==> config.mk <==
export PLATFORM = sky130hd
export DESIGN_NAME = mod_mult_serial_prod_flat
export DESIGN_NICKNAME = d
export VERILOG_FILES = /design/src/rtl/mod_mult_serial_pkg.sv /design/src/rtl/mod_mult_serial_prod_if.sv /design/src/rtl/mod_mult_serial_pp.sv /design/src/rtl/mod_mult_serial_prod.sv /design/src/flat_wrapper.sv
export SDC_FILE = /design/constraint.sdc
export NUM_CORES = 2
export LEC_CHECK = 0
export ABC_AREA = 1
export BUFFER_PORTS_ARGS = -buffer_cell sky130_fd_sc_hd__buf_2
export CORE_MARGIN = 5
export CORE_UTILIZATION = 45
export DETAILED_ROUTE_END_ITERATION = 7
export GPL_ROUTABILITY_DRIVEN = 0
export GPL_TIMING_DRIVEN = 0
export MAX_ROUTING_LAYER = met4
export PLACE_DENSITY = 0.76
export SETUP_SLACK_MARGIN = 0.1
export SYNTH_ARGS = -nofsm -noshare
export SYNTH_HDL_FRONTEND = slang
export SYNTH_SLANG_ARGS = --single-unit
export TNS_END_PERCENT = 20
==> constraint.sdc <==
create_clock -name clk -period 11.9 [get_ports clk]
set_input_delay 1.19 -clock clk [delete_from_list [all_inputs] [get_ports clk]]
set_output_delay 1.19 -clock clk [all_outputs]
set_load 0.02 [all_outputs]
==> src/rtl/mod_mult_serial_pkg.sv <==
// Shared types and helpers for the serial chunked multiplier: FSM state,
// chunk-count / counter-width functions and the highest non-zero chunk finder.
package mod_mult_serial_pkg;

  typedef enum logic {
    IDLE = 1'b0,
    RUN  = 1'b1
  } state_t;

  // Widest operand the chunk finder accepts; callers zero-extend into it.
  localparam int MAX_W = 512;

  function automatic int nb_chunk(input int mod_w, input int chunk_w);
    return mod_w / chunk_w;
  endfunction

  function automatic int cnt_w(input int mod_w, input int chunk_w);
    int n;
    n = nb_chunk(mod_w, chunk_w);
    return (n > 1) ? $clog2(n) : 1;
  endfunction

  // Index of the highest chunk_w-wide slice of b holding a set bit; 0 if b==0.
  function automatic int highest_nz_chunk(input logic [MAX_W-1:0] b,
                                          input int mod_w,
                                          input int chunk_w);
    int res;
    res = 0;
    for (int j = 0; j < MAX_W; j++) begin
      if ((j < mod_w) && b[j]) res = j / chunk_w;
    end
    return res;
  endfunction

endpackage

==> src/rtl/mod_mult_serial_prod_if.sv <==
// Operand/result bundle between the upstream producer and mod_mult_serial_prod.
// Side-data fields are kept one bit wide when SIDE_W is 0 so the bus stays legal.
interface mod_mult_serial_prod_if #(
  parameter int MOD_W  = 64,
  parameter int SIDE_W = 0
);
  localparam int SW = (SIDE_W > 0) ? SIDE_W : 1;

  logic [MOD_W-1:0]   in_a;
  logic [MOD_W-1:0]   in_b;
  logic [SW-1:0]      in_side;
  logic               in_vld;
  logic               in_rdy;
  logic [2*MOD_W-1:0] out_z;
  logic [SW-1:0]      out_side;
  logic               out_avail;

  modport master (
    output in_a, in_b, in_side, in_vld,
    input  in_rdy, out_z, out_side, out_avail
  );

  modport slave (
    input  in_a, in_b, in_side, in_vld,
    output in_rdy, out_z, out_side, out_avail
  );
endinterface

==> src/rtl/mod_mult_serial_pp.sv <==
// Combinational MOD_W x CHUNK_W partial product of a and the selected b slice.
// Kept separate so a DSP-mapped implementation can be dropped in.
module mod_mult_serial_pp
  import mod_mult_serial_pkg::*;
#(
  parameter int MOD_W   = 64,
  parameter int CHUNK_W = 16
) (
  input  logic [MOD_W-1:0]                         i_a,
  input  logic [MOD_W-1:0]                         i_b,
  input  logic [cnt_w(MOD_W, CHUNK_W)-1:0]         i_sel,
  output logic [MOD_W+CHUNK_W-1:0]                 o_pp
);
  localparam int NB   = nb_chunk(MOD_W, CHUNK_W);
  localparam int PP_W = MOD_W + CHUNK_W;

  logic [CHUNK_W-1:0] w_slice [NB];
  logic [CHUNK_W-1:0] w_sel_slice;

  genvar gi;
  generate
    for (gi = 0; gi < NB; gi++) begin : g_slice
      assign w_slice[gi] = i_b[gi*CHUNK_W +: CHUNK_W];
    end
  endgenerate

  assign w_sel_slice = w_slice[i_sel];
  assign o_pp        = PP_W'(i_a) * PP_W'(w_sel_slice);
endmodule

==> src/rtl/mod_mult_serial_prod.sv <==
// Serial shift-accumulate multiplier: one CHUNK_W slice of b per cycle, full 2*MOD_W product.
// Define MOD_MULT_SERIAL_EARLY_EXIT_EN to stop after the highest non-zero slice of b.
module mod_mult_serial_prod
  import mod_mult_serial_pkg::*;
#(
  parameter int MOD_W    = 64,
  parameter int CHUNK_W  = 16,
  parameter int SIDE_W   = 0,
  parameter int RST_SIDE = 0
) (
  input  logic                  clk,
  input  logic                  a_rst,
  mod_mult_serial_prod_if.slave bus
);
  localparam int NB_CHUNK = nb_chunk(MOD_W, CHUNK_W);
  localparam int CNT_W    = cnt_w(MOD_W, CHUNK_W);
  localparam int SW       = (SIDE_W > 0) ? SIDE_W : 1;
  localparam int P_W      = 2 * MOD_W;
  localparam int PP_W     = MOD_W + CHUNK_W;

  generate
    if ((MOD_W % CHUNK_W) != 0) begin : g_bad_cfg
      $fatal(1, "mod_mult_serial_prod: MOD_W must be a multiple of CHUNK_W");
    end
  endgenerate

  state_t             r_state;
  logic [CNT_W-1:0]   r_cnt;
  logic [MOD_W-1:0]   r_a;
  logic [MOD_W-1:0]   r_b;
  logic [SW-1:0]      r_side;
  logic [P_W-1:0]     r_acc;
  logic [P_W-1:0]     r_z;
  logic               r_avail;
  logic [SW-1:0]      r_out_side;

  logic [CNT_W-1:0]   w_last;
  logic [CNT_W-1:0]   w_last_new;
  logic [PP_W-1:0]    w_pp;
  logic [P_W-1:0]     w_pp_sh;
  logic [P_W-1:0]     w_sum;
  logic               w_done;

`ifdef MOD_MULT_SERIAL_EARLY_EXIT_EN
  logic [CNT_W-1:0]   r_last;
  logic [MAX_W-1:0]   w_b_ext;
  int                 w_hnz;

  assign w_b_ext    = MAX_W'(bus.in_b);
  assign w_hnz      = highest_nz_chunk(w_b_ext, MOD_W, CHUNK_W);
  assign w_last_new = w_hnz[CNT_W-1:0];
  assign w_last     = r_last;

  always_ff @(posedge clk or posedge a_rst) begin
    if (a_rst) begin
      r_last <= '0;
    end else if ((r_state == IDLE) && bus.in_vld) begin
      r_last <= w_last_new;
    end
  end
`else
  assign w_last_new = CNT_W'(NB_CHUNK - 1);
  assign w_last     = w_last_new;
`endif

  mod_mult_serial_pp #(
    .MOD_W   (MOD_W),
    .CHUNK_W (CHUNK_W)
  ) u_pp (
    .i_a   (r_a),
    .i_b   (r_b),
    .i_sel (r_cnt),
    .o_pp  (w_pp)
  );

  assign w_pp_sh = P_W'(w_pp) << (int'(r_cnt) * CHUNK_W);
  assign w_sum   = r_acc + w_pp_sh;
  assign w_done  = (r_state == RUN) && (r_cnt == w_last);

  // Ready is gated by reset directly so it reads 0 for the whole reset pulse.
  assign bus.in_rdy    = (r_state == IDLE) && !a_rst;
  assign bus.out_z     = r_z;
  assign bus.out_avail = r_avail;
  assign bus.out_side  = r_out_side;

  always_ff @(posedge clk or posedge a_rst) begin
    if (a_rst) begin
      r_state <= IDLE;
      r_cnt   <= '0;
      r_a     <= '0;
      r_b     <= '0;
      r_side  <= '0;
      r_acc   <= '0;
      r_z     <= '0;
      r_avail <= 1'b0;
    end else begin
      r_avail <= 1'b0;
      case (r_state)
        IDLE: begin
          if (bus.in_vld) begin
            r_a     <= bus.in_a;
            r_b     <= bus.in_b;
            r_side  <= bus.in_side;
            r_acc   <= '0;
            r_cnt   <= '0;
            r_state <= RUN;
          end
        end
        RUN: begin
          if (r_cnt == w_last) begin
            r_z     <= w_sum;
            r_avail <= 1'b1;
            r_cnt   <= '0;
            r_state <= IDLE;
          end else begin
            r_acc <= w_sum;
            r_cnt <= r_cnt + 1'b1;
          end
        end
        default: r_state <= IDLE;
      endcase
    end
  end

  // Result side data: reset to zero, to all ones, or left unreset.
  generate
    if (RST_SIDE[0]) begin : g_side_rst0
      always_ff @(posedge clk or posedge a_rst) begin
        if (a_rst)       r_out_side <= '0;
        else if (w_done) r_out_side <= r_side;
      end
    end else if (RST_SIDE[1]) begin : g_side_rst1
      always_ff @(posedge clk or posedge a_rst) begin
        if (a_rst)       r_out_side <= '1;
        else if (w_done) r_out_side <= r_side;
      end
    end else begin : g_side_norst
      always_ff @(posedge clk) begin
        if (w_done) r_out_side <= r_side;
      end
    end
  endgenerate
endmodule

==> src/flat_wrapper.sv <==
// flat-port wrapper written by rule: the top's interface ports become plain ports
module mod_mult_serial_prod_flat import mod_mult_serial_pkg::*;
#(
  parameter int MOD_W    = 64,
  parameter int CHUNK_W  = 16,
  parameter int SIDE_W   = 0,
  parameter int RST_SIDE = 0
)
  (clk, a_rst, bus_in_a, bus_in_b, bus_in_side, bus_in_vld, bus_in_rdy, bus_out_z, bus_out_side, bus_out_avail);
  mod_mult_serial_prod_if #(.MOD_W(MOD_W), .SIDE_W(SIDE_W)) bus_i ();
  input  logic clk;
  input  logic a_rst;
  input wire logic [$bits(bus_i.in_a)-1:0] bus_in_a;
  input wire logic [$bits(bus_i.in_b)-1:0] bus_in_b;
  input wire logic [$bits(bus_i.in_side)-1:0] bus_in_side;
  input wire logic [$bits(bus_i.in_vld)-1:0] bus_in_vld;
  output wire logic [$bits(bus_i.in_rdy)-1:0] bus_in_rdy;
  output wire logic [$bits(bus_i.out_z)-1:0] bus_out_z;
  output wire logic [$bits(bus_i.out_side)-1:0] bus_out_side;
  output wire logic [$bits(bus_i.out_avail)-1:0] bus_out_avail;
  assign bus_i.in_a = bus_in_a;
  assign bus_i.in_b = bus_in_b;
  assign bus_i.in_side = bus_in_side;
  assign bus_i.in_vld = bus_in_vld;
  assign bus_in_rdy = bus_i.in_rdy;
  assign bus_out_z = bus_i.out_z;
  assign bus_out_side = bus_i.out_side;
  assign bus_out_avail = bus_i.out_avail;
  mod_mult_serial_prod #(.MOD_W(MOD_W), .CHUNK_W(CHUNK_W), .SIDE_W(SIDE_W), .RST_SIDE(RST_SIDE)) u_core (.clk(clk), .a_rst(a_rst), .bus(bus_i));
endmodule
# After elaboration in Yosys (flattened, before gate mapping)
# Index checks and enable logic that the tools add are counted.
# totals
register_bits,390
latchBits,0
ram_bits,0
romBits,0
output_inout_bits,131
mem_count,0
# classes
addsub,2
multipliers,1
n_div,0
order_cmp,1
n_eq_ne,3
shifts,1
n_mux,14
n_bitwise,2
reduce_logical,6
# op_table
op,count
$mux 128,2
$pmux 128 s2,1
$add 128x128->128,1
$shl 80x6->128,1
$mul 64x16->80,1
$bmux 16 s2,1
$mux 16,2
$reduce_and 2->1,3
$mux 1,4
$mux 2,2
$ne 2x2->1 const B,2
$pmux 2 s2,1
$ge 3x3->1 const B,1
$not 2->3,1
$add 2x1->2 const B,1
$eq 2x2->1 const B,1
$logic_and 1x1->1,2
$pmux 1 s2,1
$logic_not 1->1,1
$not 1->1,1

# Depth between registers and ports, before layout
# depth
word_depth,9
depth_mapped,54
mapped_depth_nobuf,51

# Cells and area by module
# From an unflattened synthesis, not the netlist that was laid out.
# unflattened
hier_cells,9652
area_unflattened_um2,64061.4
# modules_own_cells
module,instances,cells_each,area_each_um2,seq_area_each_um2
mod_mult_serial_pp,1,4677,33925.0,0.0
mod_mult_serial_prod,1,4975,30136.4,9764.4

# Worst setup path before layout
# OpenSTA, ideal clock, no wires.
# synth_path
path_kind,flip-flop to flip-flop
start,reg u_core.r_cnt[0]
end,reg u_core.r_z[127] (netlist: u_core.bus.out_z[127])
setup_ns,0.117
arrival_time_ns,7.959
required_ns,11.783
slack_ns,3.823
path_stages_with_launch,51
n_path_buf,3
synth_period_minus_slack_ns,8.077
path_cell_list,dfrtp_1 -> clkbuf_1 -> nand2_1 -> nand3_1 -> nand2_1 -> inv_1 -> buf_2 -> buf_1 -> nand2_1 -> fa_1 -> inv_1 -> fa_1 -> inv_1 -> fa_1 -> inv_1 -> fa_1 -> fa_1 -> inv_1 -> [15 not listed] -> nand2_1 -> o21ai_1 -> ha_1 -> nand2_1 -> nor2_1 -> inv_1 -> nor2_1 -> inv_1 -> nor2_1 -> inv_1 -> nor2_1 -> inv_1 -> nor2_2 -> nand2_1 -> o211ai_1 -> nand3_2 -> nand3_1 -> nand2_1
# synth_between
elab_chain_len,7
# synth_lines
element,line,source
start: declaration,mod_mult_serial_prod.sv:28,logic [CNT_W-1:0] r_cnt;
start signal: assignment,mod_mult_serial_prod.sv:117,r_cnt <= r_cnt + 1'b1;
$not 2->3 (not written as such),mod_mult_serial_pp.sv:27,assign w_sel_slice = w_slice[i_sel];
$bmux 16 s2,mod_mult_serial_pp.sv:27,
$mux 16 (not written as such) (2 in series),mod_mult_serial_pp.sv:27,
$mul 64x16->80,mod_mult_serial_pp.sv:28,assign o_pp = PP_W'(i_a) * PP_W'(w_sel_slice);
$shl 80x6->128,mod_mult_serial_prod.sv:76,assign w_pp_sh = P_W'(w_pp) << (int'(r_cnt) * CHUNK_W);
$add 128x128->128,mod_mult_serial_prod.sv:77,assign w_sum = r_acc + w_pp_sh;
end signal: assignment,mod_mult_serial_prod.sv:111,r_z <= w_sum;
end: declaration,mod_mult_serial_prod.sv:33,logic [P_W-1:0] r_z;
# Several ways; a longest one is shown, not always the timed one. The select of a mux whose other input is x is not followed.
# A chain may end at the register's enable or synchronous reset.

# Final worst setup path
# layout_path
start,reg u_core.r_cnt[1]
end,reg u_core.r_z[90] (netlist: u_core.bus.out_z[90])
# Same word-level chain as after synthesis.

==> results.yml <==
synth:
  ys_ff_latch: 390
  syn_nets: 9662
  synthTopCellsByCount: "nand2_1 (2,215), inv_1 (1,529), nor2_1 (990)"
  synth_edf_count: 1
  netlist.area_leader.share_pct: 28.98
  syn-cell-area_mm2: 0.05988
  synthDistinctLibCells: 55
  yosysMostFrequentCell: "nand2_1"
  syn-mean-instance-area_um2: 7.143
  synthArstFlopShare_pct: 99.74
  ys.flop_type: "dfrtp_1"
  synth_cells: 8383
  yosys-top-cells-area: "fa_1 (29%), dfrtp_1 (16%), nand2_1 (14%)"
  yosys.area.top_type: "fa_1"
  ys_seq_area_share_pct: 16.31
  synth_warnings: 0
die:
  core_area_mm2: 0.1318
  io_pins: 263
  start_util_pct: 45.44
  die_h_um: 374.8
  dieArea_mm2: 0.1405
  dieWidth_um: 374.8
  num_rows: 133
placed_design:
  place.port_buffers: 262
  post-dp-hpwl_um: 198300
  dp_cells: 10410
sta:
  finalMaxSlewViolations: 0
  worst_pin_slew_ns: 1.445
  setup_viol: 0
  fin_worst_skew_ns: 0.05624
  fmax_mhz: 84.08
  timing.setup.tns_ns: 0
  grt_setup_unrepaired: "yes"
  layout_min_cycle_time_ns: 11.89
  hold_violations: 0
  period_share_pct: 99.95
  relSlewSlack_pct: 3.671
hold_path:
  min_to: "u_core.bus.out_side$_DFFE_PP_"
  hold_path_class: "reg2reg"
  min_path_cells: 0
  hp-start: "u_core.r_side$_DFFE_PP0P_"
grt:
  grt_max_degree: 43
  overflow: 0
  antenna_found_initial: 16
  grt_pass1_wl_um: 361100
  grt_pass1_vias: 60660
  track_usage_pct: 34.81
final_layout:
  multi_input_area_mm2: 0.04322
  regArea_mm2: 0.009764
  syn2layout_area_growth_pct: 9.563
  n_fill_cell: 12770
  final_layout_size_suffix_gt1_share_pct: 6.941
  stdcell_count: 10520
  fin_nets: 9988
cts:
  clockBufferDepth: 3
  postCtsHoldBufs: 0
  clockRootBuffer: "clkbuf_16"
  htreeDepth: 2
  clock_sinks: 390
  cts_tree: "yes"
  insertion_delay_ns: 0.68
  numCtsBuffers: 46
  clk_pin_slew_ns: 0.07
critical_path:
  cp_common_cell: "inv_1"
  slowest_delay_ns: 0.59
  cp-end-kind: "flip-flop"
  r2r_slack_ns: 0.006
  critical_path_buf_inv_count: 14
  crit_type: "reg2reg"
  cp_top_family: "adder cells"
  rr_worst_depth: 44
  start_kind: "flip-flop"
  reg2reg_from: "u_core.r_cnt[1]$_DFFE_PP0P_"
  crit_required_ns: 12.45
  crit_path_top_delay_cell: "ha_1"
  cp.arrival_ns: 12.44
  worst_r2r_endpoint: "u_core.bus.out_z[90]$_DFFE_PP0P_"
  worstPathMaxFanout: 10
  crit_cells: 44
run_status:
  status: "complete, but fails checks"
  violations: "design-rule violations"
drt:
  via_per_inst: 5.809
  drt_iter0_markers: 9221
  route.detailed.drc: 600
  route.vias.total: 61090
  post_drt_wl_per_cell_um: 22.90
  routed_wl_um: 240900
  antenna_left: 0
  firstDrtPassIters: 8
job:
  drv_cap: 0
[state kept, by name, indices dropped and copies added, names as in the netlist]
signal and count:
u_core.bus.out_side 1, u_core.r_a 64, u_core.r_b 64, u_core.bus.out_avail 1, u_core.r_state 1, u_core.r_cnt 2
u_core.bus.out_z 128, u_core.r_side 1, u_core.r_acc 128
[layer usage]
layer | part of all wire [%] | GRT usage [%] | wire, um | vias to the layer above
li1 | - | - | - | 26190
met4 | 9.7 | 23.51 | 23330 | 0
met3 | 15 | 12.88 | 36520 | 1488
met2 | 42 | 50.51 | 100300 | 4734
met5 | 0 | - | 0 | -
met1 | 34 | 40.23 | 80690 | 28670
[worst register-to-register path: cells and delay by family (launching register included)]
family	cells	cell delay [ns]
AO/OA/AOI/OAI	7	1.83
XOR/XNOR	1	0.39
adder cells (fa/ha/maj)	8	4.12
buffers and inverters	14	2.29
flip-flops	1	0.35
AND/OR/NAND/NOR	14	2.79
[stage by stage]
| step | util, % | setup slack (ns) | hold slack (ns) | cell area, um2 |
|---|---|---|---|---|
| after CTS | 49.57 | 0.1143 | 0.4675 | 65330 |
| after floorplan | - | 3.823 | 0.4253 | 59890 |
| final | 49.78 | 0.006374 | 0.4666 | 65610 |
| after global routing | 49.78 | 0.002157 | 0.4871 | 65610 |
| after global placement | 48.10 | 0.2478 | 0.4374 | 63390 |
| after detailed placement | 48.27 | 0.2095 | 0.4510 | 63620 |
[area by class of cell]
cell class,instances,share of cell area (%)
Antenna cell,16,0.06103
Buffer,297,1.852
Clock buffer,52,1.882
Clock inverter,32,0.7247
Inverter,1558,8.946
Multi-Input combinational cell,6138,65.87
Sequential cell,390,14.88
Tap cell,1755,3.347
Timing Repair Buffer,278,2.433
[layout by cell type, fill, tap and decap left out, types with 28 or more instances in the layout]
master,netlist,layout
a21oi_1,377,372
o21ai_1,50,47
nand4_1,43,43
xnor2_1,59,59
nand2_1,2215,2208
o21ai_0,452,450
nor2_1,990,986
dfrtp_1,389,389
nand3_1,429,429
clkbuf_2,0,46
a21o_1,37,37
nand3b_1,37,37
fa_1,867,867
ha_1,280,280
clkbuf_16,0,47
buf_1,36,34
o21bai_1,28,28
buf_2,27,290
inv_1,1529,1526
xor2_1,45,43
clkbuf_1,233,188
[what timing repair did]
action	in CTS	in global routing
setup buffers	0	4
gates resized for setup	0	142
setup endpoints to repair	0	173
[worst max path at each step]
| stage | slack [ns] | endpoint | startpoint |
|---|---|---|---|
| floorplan | 3.82 | u_core.bus.out_z[127]$_DFFE_PP0P_ | u_core.r_cnt[0]$_DFFE_PP0P_ |
| global placement | 0.25 | u_core.bus.out_z[75]$_DFFE_PP0P_ | u_core.r_cnt[1]$_DFFE_PP0P_ |
| detailed placement | 0.21 | u_core.r_acc[75]$_DFFE_PP0P_ | u_core.r_cnt[1]$_DFFE_PP0P_ |
| CTS | 0.11 | u_core.r_acc[75]$_DFFE_PP0P_ | u_core.r_cnt[1]$_DFFE_PP0P_ |
| global route | 0.002 | u_core.bus.out_z[101]$_DFFE_PP0P_ | u_core.r_cnt[1]$_DFFE_PP0P_ |
| finish | 0.006 | u_core.bus.out_z[90]$_DFFE_PP0P_ | u_core.r_cnt[1]$_DFFE_PP0P_ |
[cell families (layout without fill, tap and decap cells)]
kind of cell,Yosys count,count (layout),share of synthesized area [%]
other,0,16,0
XOR/XNOR,104,104,1.521
AND/OR/NAND/NOR,3853,3853,26.20
multiplexers,2,2,0.03343
AO/OA/AOI/OAI,1032,1032,9.415
flip-flops,390,390,16.31
buffers and inverters,1855,2217,11.69
adder cells (fa/ha/maj),1147,1147,34.83
Power is left out: the tool's default activity adds up to more than one toggle a clock period on the data nets, which glitch-free logic cannot reach.
